$ cat src/rtl/led_run_ctrl.sv
// rtl/led_run_ctrl.sv - running-light LED sequencer with one shared step timer
// Modes: run, bounce, blink-all, hold; the lit LED pulses inside [ON_LO, ON_HI) of each step.
module led_run_ctrl #(
  parameter int          N_LED    = 4,
  parameter logic [22:0] STEP_CNT = 23'd20,
  parameter logic [22:0] ON_LO    = 23'd10,
  parameter logic [22:0] ON_HI    = 23'd15
) (
  input  logic             CLK,
  input  logic             RSTn,
  input  logic             En,
  input  logic [1:0]       Mode,
  input  logic             Dir,
  output logic [N_LED-1:0] LED_Out,
  output logic [2:0]       Pos,
  output logic             Step_Done
);

  typedef enum logic [2:0] {
    IDLE   = 3'd0,
    RUN    = 3'd1,
    BOUNCE = 3'd2,
    BLINK  = 3'd3,
    HOLD   = 3'd4
  } state_t;

  localparam logic [2:0]       LAST    = 3'(N_LED - 1);
  localparam logic [N_LED-1:0] LED_ONE = {{(N_LED-1){1'b0}}, 1'b1};

  state_t           state, state_nxt;
  logic [22:0]      count, count_nxt;
  logic [2:0]       pos_nxt;
  logic             bdir, bdir_nxt;
  logic             phase, phase_nxt;
  logic [N_LED-1:0] led_nxt;

  function automatic state_t mode_to_state(input logic [1:0] m);
    case (m)
      2'b00:   return RUN;
      2'b01:   return BOUNCE;
      2'b10:   return BLINK;
      default: return HOLD;
    endcase
  endfunction

  state_t           mode_state;
  logic             stepping;
  logic             step_end;
  logic             in_window;
  logic [N_LED-1:0] pos_led;
  logic [N_LED-1:0] blink_led;
  logic [2:0]       pos_inc;
  logic [2:0]       pos_dec;
  logic [2:0]       run_pos;
  logic             bounce_up;
  logic [2:0]       bounce_pos;
  logic             bounce_dir;

  assign mode_state = mode_to_state(Mode);
  assign stepping   = (state == RUN) || (state == BOUNCE) || (state == BLINK);
  assign step_end   = stepping && (count == STEP_CNT);
  assign Step_Done  = step_end;
  assign in_window  = (count >= ON_LO) && (count < ON_HI);
  assign pos_led    = in_window ? (LED_ONE << Pos) : '0;
  assign blink_led  = (in_window && !phase) ? {N_LED{1'b1}} : '0;

  assign pos_inc = Pos + 3'd1;
  assign pos_dec = Pos - 3'd1;
  assign run_pos = Dir ? ((Pos == 3'd0) ? LAST : pos_dec)
                       : ((Pos >= LAST) ? 3'd0 : pos_inc);

  // Turn around at the ends so the end LEDs are never lit twice in a row.
  assign bounce_up  = bdir ? (Pos == 3'd0) : (Pos < LAST);
  assign bounce_pos = bounce_up ? pos_inc : pos_dec;
  assign bounce_dir = bounce_up ? (pos_inc == LAST) : (pos_dec != 3'd0);

  always_ff @(posedge CLK or negedge RSTn) begin
    if (!RSTn) begin
      state     <= IDLE;
      count     <= '0;
      Pos       <= '0;
      bdir      <= 1'b0;
      phase     <= 1'b0;
      LED_Out   <= '0;
    end else begin
      state     <= state_nxt;
      count     <= count_nxt;
      Pos       <= pos_nxt;
      bdir      <= bdir_nxt;
      phase     <= phase_nxt;
      LED_Out   <= led_nxt;
    end
  end

  always_comb begin
    state_nxt = state;
    count_nxt = count;
    pos_nxt   = Pos;
    bdir_nxt  = bdir;
    phase_nxt = phase;
    led_nxt   = LED_Out;

    if (!En) begin
      state_nxt = IDLE;
      count_nxt = '0;
      pos_nxt   = '0;
      led_nxt   = '0;
    end else begin
      case (state)
        IDLE: begin
          count_nxt = '0;
          led_nxt   = '0;
          state_nxt = mode_state;
          case (mode_state)
            RUN:    pos_nxt   = Dir ? LAST : 3'd0;
            BOUNCE: begin
              pos_nxt  = 3'd0;
              bdir_nxt = 1'b0;
            end
            BLINK:  phase_nxt = 1'b0;
            default: ;
          endcase
        end

        RUN, BOUNCE, BLINK: begin
          led_nxt = (state == BLINK) ? blink_led : pos_led;
          if (step_end) begin
            count_nxt = '0;
            if (mode_state == state) begin
              case (state)
                RUN:    pos_nxt   = run_pos;
                BOUNCE: begin
                  pos_nxt  = bounce_pos;
                  bdir_nxt = bounce_dir;
                end
                default: phase_nxt = !phase;
              endcase
            end else begin
              // A mode change replaces this step's advance with the new mode's entry values.
              state_nxt = mode_state;
              case (mode_state)
                RUN:    pos_nxt   = Dir ? LAST : 3'd0;
                BOUNCE: begin
                  pos_nxt  = 3'd0;
                  bdir_nxt = 1'b0;
                end
                BLINK:  phase_nxt = 1'b0;
                default: ;
              endcase
            end
          end else begin
            count_nxt = count + 23'd1;
          end
        end

        HOLD: begin
          if (mode_state != HOLD) begin
            state_nxt = mode_state;
            count_nxt = '0;
            case (mode_state)
              BOUNCE: bdir_nxt  = (Pos == LAST);
              BLINK:  phase_nxt = 1'b0;
              default: ;
            endcase
          end
        end

        default: begin
          state_nxt = IDLE;
          count_nxt = '0;
          pos_nxt   = '0;
          led_nxt   = '0;
        end
      endcase
    end
  end

endmodule
$ cat config.mk
export PLATFORM = sky130hd
export DESIGN_NAME = led_run_ctrl
export DESIGN_NICKNAME = d
export VERILOG_FILES = /design/src/rtl/led_run_ctrl.sv
export SDC_FILE = /design/constraint.sdc
export NUM_CORES = 1
export LEC_CHECK = 0
export ABC_CLOCK_PERIOD_IN_PS = 2500
export CAP_MARGIN = 20
export CORE_ASPECT_RATIO = 0.5
export CORE_MARGIN = 2
export CORE_UTILIZATION = 42
export DETAILED_ROUTE_END_ITERATION = 10
export HOLD_SLACK_MARGIN = 0.05
export PLACE_DENSITY_LB_ADDON = 0.1
export SLEW_MARGIN = 25
export SYNTH_ARGS = -nofsm -noshare
export SYNTH_HDL_FRONTEND = slang
export SYNTH_SLANG_ARGS = --single-unit
$ cat constraint.sdc
create_clock -name CLK -period 2.5 [get_ports CLK]
set_input_delay 0.375 -clock CLK [delete_from_list [all_inputs] [get_ports CLK]]
set_output_delay 0.375 -clock CLK [all_outputs]
set_load 0.1 [all_outputs]
* After elaboration in Yosys (flattened, before gate mapping) *
Index checks and enable logic that the tools add are counted.

word-level totals
  register bits after elaboration = 35
  word-level logic and storage cells = 96

cells by class
  add/subtract/negate cells = 3
  $lt $le $gt $ge = 4
  equality and inequality tests = 24
  shift operators = 1
  multiplexer cells = 41
  reductions and logical operators = 17

operators with widths
  kind                                                                                  count
  23-bit two-way mux                                                                    3
  23-bit one-hot mux with 2 select lines                                                1
  3-bit two-way mux                                                                     11
  3-bit one-hot mux with 3 select lines                                                 3
  23-bit by 1-bit adder with 23-bit output, second input constant                       1
  23-bit by 5-bit == test with 1-bit output, second input constant                      1
  23-bit by 4-bit greater-or-equal comparator with 1-bit output, second input constant  1
  23-bit by 4-bit < comparator with 1-bit output, second input constant                 1
  3-bit by 2-bit == test with 1-bit output, second input constant                       6
  3-bit != test, second input constant                                                  6
  4-bit two-way mux                                                                     4
  1-bit two-way mux                                                                     13
  3-bit one-hot mux with 2 select lines                                                 2
  4-bit one-hot mux with 2 select lines                                                 1
  3-bit by 1-bit == test with 1-bit output, second input constant                       2
  3-bit zero test                                                                       2
  2-bit != test, second input constant                                                  3
  1-bit one-hot mux with 3 select lines                                                 2
  3-bit AND reduction                                                                   2
  6-bit AND reduction                                                                   1
  3-bit nonzero test                                                                    2
  5-bit != test, second input constant                                                  1
  5-bit AND reduction                                                                   1
  1-bit by 3-bit left shift with 4-bit output, first input constant                     1
  16 further kinds                                                                      19

* Depth between registers and ports, before layout *
Gate-level depths: netlist of run 1.

  word-level depth = 8
  mapped depth = 8

* Least setup slack after synthesis of run 1 *
Ideal clock, no wire load.

  path kind = register -> output
  start point = reg count[6]
  end point = out Step_Done
  data arrival time = 3.708 ns
  required time = 2.125 ns
  path slack = -1.583 ns
  cell stages (with the launch flop) = 5
  buffers on the path = 0
  cells stage by stage = dfrtp_1 -> or4_4 -> or2_0 -> or4_1 -> nor3_1

on the way
  cells in the longest elaborated chain, start to end = 2

ends and longest elaborated chain
  element                                    line  RTL
  start, declared                            31    logic [22:0] count, count_nxt;
  start signal, assigned                     87    count <= count_nxt;
  23-bit by 5-bit == test with 1-bit output  61    assign step_end = stepping && (count == STEP_CNT);
  1-bit logical AND                          61
  end, declared                              16    output logic Step_Done

Every way passes these cells.

* Final worst setup path of run 1 *
Ends and elaborated chain as after synthesis.

==> metrics.md, run 1 <==
| Metric | Value |
|---|---|
| Status | `finished with violations` |
| Failing checks | `negative setup slack` |
| RSZ-0062 raised after global routing | `yes` |
| Routed WL | `6927 um` |
| Leakage power | `1.397 nW` |
| Max-cap check violation count | `0` |
| Delay-heaviest family, CP | `simple AND/OR/NAND/NOR gates` |
| NumNets Final | `373` |
| Skew final | `0.005738 ns` |
| Grt total ovfl | `0` |
| GRT busiest layer | `met2` |
| Worst min-delay path class | `in2async` |
| CTS tree | `done` |
| Final worst slack | `-0.2003 ns` |
| Tightest Pin Transition | `0.8434 ns` |
| CP endpoint kind | `output pin` |
| Pwr dens | `522.8 mW/mm^2` |
| Syn Nets | `328` |
| CP bufs+invs | `1` |
| Crit-path max cell delay | `0.54 ns` |
| Synth warn | `0` |
| Total track usage | `21.64%` |
| Initial Utilization | `43.56%` |
| Die area | `0.006997 sq mm` |
| Diodes inserted | `0` |
| Post-synth ARST share | `100.0%` |
| Placed wire-length estimate | `5146 um` |
| Post-synth EDFFs | `0` |
| Share of layout cells above drive strength 1 | `22.73%` |
| CP Max Fanout | `2` |
| Vias/cell | `5.670` |
| Die Ht | `60.16 um` |
| # fillers | `563` |
| Met3 usage | `3.651%` |
| CP dominant cell by count | `or4_4` |
| CP arrival | `2.33 ns` |
| Number of I/O port buffers | `13` |
| Die X | `116.3 um` |
| First-pass GRT wire length | `11,550 um` |
| Slew Viols, Final | `0` |
| Min Tclk post-route | `2.700 ns` |
| Worst-Skew Late Latency | `0.28 ns` |
| Routed len/inst | `15.74 um` |
| Worst setup path class | `reg2out` |
| Worst path cell trace | `or4_4 > or2_1 > or4_4 > nor3_4 > buf_12` |
| Slew HR | `43.77%` |
| Peak supply drop | `257.0 uV` |
| Crit path launch type | `flop` |
| Reg clk slew, reported paths | `0.06 ns` |
| Non-Filler Instances | `440` |
| F_max | `370.3 MHz` |
| Root buf cell | `clkbuf_16` |
| Vias in the first global route | `2,318` |
| Seq/Total Area, Yosys | `33.07%` |
| Max stage delay cell, worst path | `or4_4` |
| Ys flop type | `dfrtp_1` |
| Global Route met1 Usage | `31.38%` |
| Setup TNS | `-0.2003 ns` |
| Synthesized cell area | `0.002649 sq mm` |
| Area Overhead vs Synth | `24.04%` |
| DR pass1 iterations | `4` |
| Avg Synthesized Cell Area | `8.656 sq um` |
| Post-Synthesis Cells | `306` |
| Placed insts | `430` |
| Initial antenna violation count | `0` |
| Final period utilization | `108.0%` |
| Final Hold Vio Count | `0` |
| Max Root-Sink Buffers | `2` |
| Post-CTS Hold Fix Bufs | `0` |
| Num ports | `14` |
| GP Congestion | `0.8362` |
| Pin count of the biggest net entering global routing | `36` |
| CTS buffer count | `5` |
| Grt met2 use | `34.22%` |
| Core area | `0.006081 sq mm` |
| # DRC | `0` |
| Synthesized flop and latch total | `35` |
| Via Count | `2,495` |
| Final setup viols | `1` |
| # clock sinks | `35` |
| H-tree depth | `2` |
| Req. time, crit path | `2.12 ns` |
| DR iter-0 viols | `207` |
| Post-route ant nets | `0` |
| Rows | `20` |
| Yosys cell types | `67` |
==> repair_timing <==
action	4_1_cts	5_1_grt
resized for setup	1	2
setup buffers	1	1
setup endpoints to repair	1	16
pin swaps	3	2
==> through the flow <==
| step | power, W | hold WS (ns) | area (sq um) | setup slack, ns | utilization, % |
|---|---|---|---|---|---|
| floorplan | 0.0009321 | 0.07941 | 2668 | -0.3282 | - |
| global placement | 0.001095 | 0.4730 | 3115 | -0.05132 | 51.23 |
| detailed placement | 0.001101 | 0.4930 | 3115 | -0.1104 | 51.23 |
| CTS | 0.001720 | 0.2194 | 3268 | -0.2217 | 53.74 |
| global route | 0.001809 | 0.2552 | 3286 | -0.2790 | 54.03 |
| finish | 0.001718 | 0.1895 | 3286 | -0.2003 | 54.03 |
==> cell usage after synthesis, types with 2 or more instances <==
master | number | area (sq um)
nor2b_1 | 2 | 12.51
nand4_1 | 11 | 68.82
and4_1 | 3 | 26.28
nor2_1 | 30 | 112.6
a21oi_1 | 12 | 60.06
nand3_1 | 14 | 70.07
nor3_1 | 7 | 35.03
xnor2_1 | 9 | 78.83
o21a_1 | 2 | 15.01
xor2_1 | 11 | 96.34
o211ai_1 | 3 | 22.52
nor4_1 | 2 | 12.51
o31a_1 | 2 | 17.52
nand2_1 | 21 | 78.83
a211oi_1 | 4 | 30.03
dfrtp_1 | 35 | 875.8
and2_1 | 5 | 31.28
a21o_1 | 2 | 15.01
mux2_2 | 2 | 22.52
nand4b_1 | 2 | 17.52
or3b_1 | 2 | 17.52
inv_1 | 14 | 52.55
o21ai_1 | 9 | 45.04
nor3b_1 | 2 | 15.01
nand2b_1 | 5 | 31.28
o221ai_1 | 2 | 17.52
a32oi_1 | 2 | 17.52
a31oi_1 | 6 | 37.54
o21ai_0 | 8 | 40.04
a32o_1 | 2 | 20.02
and3_1 | 7 | 43.79
or4_4 | 4 | 45.04
clkbuf_1 | 12 | 45.04
or4_1 | 4 | 30.03
ha_1 | 16 | 200.2
==> layout make-up <==
class | instances | area, sq um | share of cell area [%]
Clock buffer | 5 | 125.1 | 3.808
Inverter | 14 | 52.55 | 1.599
Timing Repair Buffer | 51 | 402.9 | 12.26
Multi-Input combinational cell | 244 | 1695 | 51.60
Tap cell | 88 | 110.1 | 3.351
Clock inverter | 3 | 20.02 | 0.6093
Sequential cell | 35 | 879.6 | 26.77
==> routing by layer <==
| layer | part of all wire [%] | wire length, um |
|---|---|---|
| met5 | 0 | 0 |
| met4 | 0.53 | 37 |
| met3 | 4.0 | 280 |
| met2 | 45 | 3113 |
| met1 | 50 | 3495 |
==> cell families after synthesis <==
| family | Yosys count | share of synthesized area, % |
|---|---|---|
| xor+xnor | 20 | 6.613 |
| simple gates | 130 | 27.26 |
| flops | 35 | 33.07 |
| buf+inv | 27 | 3.873 |
| mux | 5 | 2.220 |
| fa+ha+maj | 16 | 7.558 |
| compound gates | 73 | 19.42 |
==> final timing paths <==
path	end	slack [ns]	start	cells past startpoint
max in group asynchronous	Pos[1]	1.71	RSTn	1
max reg2reg	bdir	0.07	count[6]	6
min in group CLK	LED_Out[0]	0.50	LED_Out[0]	2
min reg2reg	LED_Out[0]	0.50	LED_Out[0]	2
min	count[5]	0.19	RSTn	1
max	Step_Done	-0.20	count[6]	5
==> power breakdown <==
part / switching [W] / total [W] / internal [W] / leakage [nW]
sequential: 0.0000432 / 0.000630 / 0.000586 / 0.480
clock: 0.000246 / 0.000613 / 0.000367 / 0.0658
combinational: 0.000275 / 0.000475 / 0.000200 / 0.851
==> flip-flops by register name, indices dropped and copies added (netlist names) <==
signal / flops
count: 23
LED_Out: 4
Pos: 3
state: 3
bdir: 1
phase: 1
==> placed cells by master, fill, tap and decap left out, drive strengths merged, types with 3 or more instances in the layout <==
master | synthesis | final
ha | 16 | 16
nor2 | 31 | 31
xnor2 | 9 | 9
nand2b | 5 | 5
o21ai | 19 | 19
nor3 | 7 | 7
buf | 1 | 47
nand3 | 14 | 14
xor2 | 11 | 11
dfrtp | 35 | 35
a21oi | 12 | 12
and2 | 5 | 5
a211oi | 4 | 4
or4 | 8 | 8
o211ai | 4 | 4
inv | 14 | 14
nand4 | 11 | 11
nand2 | 21 | 21
nor4 | 3 | 3
a31oi | 6 | 6
and3 | 8 | 8
or2 | 3 | 3
clkbuf | 12 | 5
and4 | 4 | 4
mux2 | 4 | 4
clkdlybuf4s50 | 0 | 4
(Power assumes the default switching activity.)
==> run 2: changes to the inputs <==
GPL_ROUTABILITY_DRIVEN = 1   (was not set)
REMOVE_ABC_BUFFERS = 1   (was not set)
SLEW_MARGIN = 20   (was 25)
==> run 2 against run 1 <==
Die area is the same. First-iteration DRC count grew 8.7%. Setup slack lost 0.067 ns. Combinational power shrank 4.4%. Largest power group unchanged. Highest routed layer unchanged. Register-to-register slack is essentially flat. The run still ends with negative setup slack left.
==> metrics.md, run 2 (synthesis gave the netlist of run 1 again) <==
| Metric | Value |
|---|---|
| # clock sinks | `35 (unchanged)` |
| Worst path cell trace | `or4_4 > or2_1 > or4_4 > nor3_2 > buf_4 > buf_12 (was or4_4 > or2_1 > or4_4 > nor3_4 > buf_12)` |
| Leakage power | `1.386 nW (was 1.397 nW)` |
| Rows | `20 (unchanged)` |
| DR iter-0 viols | `225 (was 207)` |
| Num ports | `14 (unchanged)` |
| Die area | `0.006997 sq mm (unchanged)` |
| Status | `finished with violations (unchanged)` |
| Share of layout cells above drive strength 1 | `19.83% (was 22.73%)` |
| Req. time, crit path | `2.12 ns (about the same)` |
| NumNets Final | `369 (was 373)` |
| H-tree depth | `2 (unchanged)` |
| Min Tclk post-route | `2.768 ns (was 2.700 ns)` |
| Top Registers | `count: 23 flops, LED_Out: 4 flops (unchanged)` |
| Post-Route Utilization | `53.37% (was 54.03%)` |
| Final Hold Vio Count | `0 (unchanged)` |
| Slew Viols, Final | `0 (unchanged)` |
| Most frequent cells in the layout | `buf_4, dfrtp_1, nor2_1 (unchanged)` |
| Reg clk slew, reported paths | `0.05 ns (was 0.06 ns)` |
| Crit-path max cell delay | `0.54 ns (about the same)` |
| Grt total ovfl | `0 (unchanged)` |
| CP Max Fanout | `2 (unchanged)` |
| Worst Hold Depth | `2` |
| Largest register by flop count | `count (unchanged)` |
| Die X | `116.3 um (unchanged)` |
| RR Endpoint | `Pos[0] (was bdir)` |
| Pwr dens | `516.3 mW/mm^2 (was 522.8 mW/mm^2)` |
| Worst setup path class | `reg2out (unchanged)` |
| CTS buffer count | `5 (unchanged)` |
| # DRC | `0 (unchanged)` |
| Vias/cell | `5.502 (was 5.670)` |
| Peak supply drop | `276.6 uV (was 257.0 uV)` |
| Die Ht | `60.16 um (unchanged)` |
| Pin count of the biggest net entering global routing | `36 (unchanged)` |
| Instance count on the critical path | `6 (was 5)` |
| Routed WL | `6692 um (was 6927 um)` |
| Final worst slack | `-0.2676 ns (was -0.2003 ns)` |
| Tightest Pin Transition | `0.6480 ns (was 0.8434 ns)` |
| Diodes inserted | `0 (unchanged)` |
| Crit path launch type | `flop (unchanged)` |
| CP dominant cell by count | `or4_4 (unchanged)` |
| Setup TNS | `-0.2676 ns (was -0.2003 ns)` |
| Max stage delay cell, worst path | `or4_4 (unchanged)` |
| F_max | `361.3 MHz (was 370.3 MHz)` |
| Critical hold path startpoint | `LED_Out[2]` |
| Placed wire-length estimate | `4973 um (was 5146 um)` |
| Post-CTS Hold Fix Bufs | `0 (unchanged)` |
| Root buf cell | `clkbuf_16 (unchanged)` |
| Vias in the first global route | `2,320 (was 2,318)` |
| Slew HR | `56.71% (was 43.77%)` |
| FF-to-FF Start | `count[11] (was count[6])` |
| Initial antenna violation count | `0 (unchanged)` |
| CP bufs+invs | `2 (was 1)` |
| CP arrival | `2.39 ns (was 2.33 ns)` |
| R2r worst-path depth | `6 (unchanged)` |
| Total track usage | `21.29% (was 21.64%)` |
| Worst-Skew Late Latency | `0.28 ns (about the same)` |
| Post-route ant nets | `0 (unchanged)` |
| Skew final | `0.004763 ns (was 0.005738 ns)` |
| # fillers | `588 (was 563)` |
| Max-cap check violation count | `0 (unchanged)` |
| Max Root-Sink Buffers | `2 (unchanged)` |
| Core area | `0.006081 sq mm (unchanged)` |
| Initial Utilization | `43.56% (unchanged)` |
| Max FFs per register | `23 (unchanged)` |
| Failing checks | `negative setup slack (unchanged)` |
| DR pass1 iterations | `4 (unchanged)` |
| Delay-heaviest family, CP | `simple AND/OR/NAND/NOR gates (unchanged)` |
| GP Congestion | `0.9425 (was 0.8362)` |
| Routed len/inst | `15.35 um (was 15.74 um)` |
| CP endpoint kind | `output pin (unchanged)` |
| Final setup viols | `1 (unchanged)` |
| RSZ-0062 raised after global routing | `yes (unchanged)` |
| Final period utilization | `110.7% (was 108.0%)` |
| Worst hold endpoint | `LED_Out[2]` |
| CTS tree | `done (unchanged)` |
| Via Count | `2,399 (was 2,495)` |
| First-pass GRT wire length | `11,360 um (was 11,550 um)` |
| Most common cell after layout, fill and taps aside | `buf_4 (unchanged)` |
| Area Overhead vs Synth | `22.53% (was 24.04%)` |
| Reg2reg setup slack | `0.06 ns (was 0.07 ns)` |
| Number of I/O port buffers | `13 (unchanged)` |
| Worst min-delay path class | `reg2reg (was in2async)` |
[run 2: cell types whose count changed in the layout (fill, tap and decap cells not counted), sizes merged]
cell and delta:
buf -5, clkbuf +2, clkinvlp -2, clkdlybuf4s50 +1
[run 2: worst max path at each step]
stage / start / to / slack, ns
after detailed placement: Mode[0] / Pos[1] / -0.16
after CTS: count[11] / Step_Done / -0.29
final: count[11] / Step_Done / -0.27
after floorplan: count[6] / Step_Done / -1.58
after global placement: Mode[0] / Pos[1] / -0.10
after global routing: count[11] / Step_Done / -0.36
[run 2: routing by layer]
metal,up-vias,track usage (%),routed length (um)
met2,57,32.97,2908
met1,1131,30.28,3391
li1,1207,-,-
met3,4,4.767,344
met5,-,0,0
met4,0,5.442,46
[run 2: stage by stage]
| stage | std cells | total power, W | area, sq um | hold slack (ns) | worst slack [ns] |
|---|---|---|---|---|---|
| 6_report | 436 | 0.001676 | 3246 | 0.4866 | -0.2676 |
| 3_5_place_dp | 428 | 0.001084 | 3087 | 0.4823 | -0.1561 |
| 5_1_grt | 436 | 0.001776 | 3246 | 0.5321 | -0.3647 |
| 3_3_place_gp | 428 | 0.001076 | 3087 | 0.4731 | -0.1037 |
| 4_1_cts | 436 | 0.001682 | 3233 | 0.4936 | -0.2867 |
| 2_1_floorplan | 293 | 0.0009196 | 2599 | 0.07941 | -1.583 |
[run 2: report_power, final]
group	switching (W)	internal, W	total (W)
combinational	0.000265	0.000189	0.000454
clock	0.000222	0.000368	0.000590
sequential	0.0000464	0.000586	0.000632
total	0.000533	0.00114	0.00168
[run 2: worst register-to-register path: cells and delay by family (launching register included)]
kind / cells / cell delay, ns
simple gates: 2 / 1.13
compound gates: 3 / 0.64
flops: 1 / 0.37
buf+inv: 1 / 0.16
[run 2: final cells by class]
class	count	area, sq um	area share, %
multi-input combinational	244	1692	52.12
sequential	35	875.8	26.99
timing repair buffer	47	377.9	11.64
clock buffer	7	132.6	4.086
tap	88	110.1	3.392
inverter	14	52.55	1.619
clock inverter	1	5.005	0.1542
[run 2: timing repair]
action | 4_1_cts | 5_1_grt
gates resized for setup | 3 | 2
setup buffers | 0 | 0
pin swaps | 1 | 4
endpoints found under the setup margin | 1 | 5
==> RTL change: new RTL, config.mk and constraints of run 1 <==
The 5 states of `state_t` get a Gray code encoding in 3 bits.
--- a/src/rtl/led_run_ctrl.sv
+++ b/src/rtl/led_run_ctrl.sv
@@ -19,7 +19,7 @@
   typedef enum logic [2:0] {
-    IDLE   = 3'd0,
-    RUN    = 3'd1,
-    BOUNCE = 3'd2,
-    BLINK  = 3'd3,
-    HOLD   = 3'd4
+    IDLE   = 3'b000,
+    RUN    = 3'b001,
+    BOUNCE = 3'b011,
+    BLINK  = 3'b010,
+    HOLD   = 3'b110
   } state_t;
Check against the original RTL: same outputs for any inputs over 10 cycles, from zero or initial values and one cycle with RSTn low; not proved beyond that.
==> RTL change against run 1 <==
- design area fell by 13%
- synthesized cell count fell by 11%
- sequential cell count did not move
- non-clock buffer count fell by 21
- combinational power fell by 25%
- wire length fell by 17%
- cell count fell by 15%
- synthesized area fell by 10%
- hold slack got worse by 6.2 ps
- worst setup slack improved by 280 ps
- power fell by 3.4%
- critical endpoint unchanged
- largest cell class unchanged
- largest power group is now clock
==> RTL change: results (changes against run 1) <==
post-synth top area share=0.368 (was 0.331); HPWL after detailed placement=4.11 mm (was 5.15 mm); PnR worst setup slack=81.5 ps (was -200 ps); Adder-Cell Fraction of Synth Area=0.0526 (was 0.0756); RePlAce Congestion=0.844 (was 0.836); syn nets=289 (was 328); max incr delay on CP=520 ps (was 540 ps); top cells by area in the synthesized netlist=dfrtp_1 37%, ha_1 5.3%, o21ai_0 5.0% (was dfrtp_1 33%, ha_1 7.6%, nor2_1 4.3%); Setup WS pre-CTS=202 ps (was -110 ps); vias in the first global route=2079 (was 2318); first-pass GRT wire length=9.84 mm (was 11.6 mm); post-synthesis sequential area ratio=0.368 (was 0.331); critical path's slowest cell=or3_2 (was or4_4); distinct cell type count after synthesis=52 (was 67); post-synthesis mux area share=0.0179 (was 0.0222); Worst R2R Path Depth=7 (was 6); initial detailed-routing violation count=141 (was 207); compound-gate portion of the synthesized area=0.174 (was 0.194); commonest cells in the netlist=35 x dfrtp_1, 30 x nor2_1, 25 x nand2_1 (was 35 x dfrtp_1, 30 x nor2_1, 21 x nand2_1); share of cells above drive strength 1=0.190 (was 0.227); routed wire length=5.76 mm (was 6.93 mm); mean number of vias per cell=5.72 (was 5.67); Worst VDD drop=0.313 mV (was 0.257 mV); clock skew=3.79 ps (was 5.74 ps); worst r2r dst=LED_Out[2] (was bdir); status=complete, no violations (was finished, violations left); FF-to-FF setup slack=270 ps (was 70 ps); multi-input combinational cell area=0.00144 mm^2 (was 0.00170 mm^2); synthesized-area fraction occupied by xor and xnor cells=0.0700 (was 0.0661); Layout Nets=315 (was 373); worst r2r src=count[19] (was count[6]); Reg clk slew, reported paths=60 ps (about the same); Arr. time, crit path=2040 ps (was 2330 ps); GRT Util Overall=0.192 (was 0.216); fill cell total of the finished layout=509 (was 563)
[RTL change: cell count changes in the layout (fill, tap and decap cells not counted), sizes merged, moves of 4 or more]
| cell | before | now |
|---|---|---|
| o211ai | 4 | 0 |
| or4 | 8 | 2 |
| buf | 47 | 26 |
| a31oi | 6 | 2 |
| nand3 | 14 | 8 |
| ha | 16 | 10 |
| a21oi | 12 | 7 |
| o21ai | 19 | 25 |
| nand2 | 21 | 25 |
[RTL change: worst max path at each step]
stage               startpoint          to  cells past startpoint
global placement       Mode[0]      Pos[1]                      8
global route         count[15]   Step_Done                      5
detailed placement          En  LED_Out[2]                      7
CTS                  count[15]   Step_Done                      5
finish               count[19]   Step_Done                      5
floorplan             count[6]   Step_Done                      4
[RTL change: layer usage]
layer / vias up / routed length (um) / GRT usage
met3: 9 / 233 / 0.0425
li1: 1034 / - / -
met4: 0 / 83 / 0.0589
met5: - / 0 / 0
met2: 49 / 2600 / 0.315
met1: 1041 / 2840 / 0.259
[RTL change: cells by family (layout without fill, tap and decap cells)]
logic type / count (synthesis) / in the layout
muxes: 4 / 4
AOI/OAI and AO/OA: 63 / 63
xor gates and xnor gates: 19 / 19
and+or+nand+nor: 118 / 118
buffers and inverters: 24 / 51
adders and majority gates: 10 / 10
DFF: 35 / 35
[RTL change: layout make-up]
cell class / instances / area share
Tap cell: 73 / 0.0319
Clock inverter: 1 / 0.00262
Multi-Input combinational cell: 214 / 0.502
Inverter: 13 / 0.0170
Sequential cell: 35 / 0.308
Timing Repair Buffer: 30 / 0.0856
Clock buffer: 7 / 0.0533
[RTL change: where the power goes]
group	total (mW)	leakage, nW	switching [mW]	internal [mW]
combinational	0.358	0.669	0.219	0.139
sequential	0.643	0.476	0.0465	0.597
clock	0.658	0.0761	0.235	0.423
[RTL change: worst max-delay path: cells and delay by family (launching register included)]
family	cells	cell delay, ps
buffers and inverters	1	200
flip-flops	1	440
AND/OR/NAND/NOR	4	1130
[RTL change: timing repair]
action / 4_1_cts / 5_1_grt
gates resized for setup: 0 / 6
setup endpoints to repair: 1 / 1
hold buffers: 0 / 0
pin swaps: 0 / 3
endpoints found under the hold margin: 0 / 0
buffers inserted: 1 / 2
[RTL change: stage by stage]
| stage | instance area, um^2 | total power, mW | hold WS (ps) | TNS [ps] | cells |
|---|---|---|---|---|---|
| finish | 2860 | 1.66 | 183 | 0 | 373 |
| floorplan | 2390 | 0.888 | 79.4 | 0 | 273 |
| global route | 2860 | 1.74 | 253 | -24.9 | 373 |
| detailed placement | 2660 | 1.01 | 496 | 0 | 362 |
| global placement | 2660 | 1.00 | 486 | 0 | 362 |
| CTS | 2830 | 1.68 | 225 | 0 | 371 |
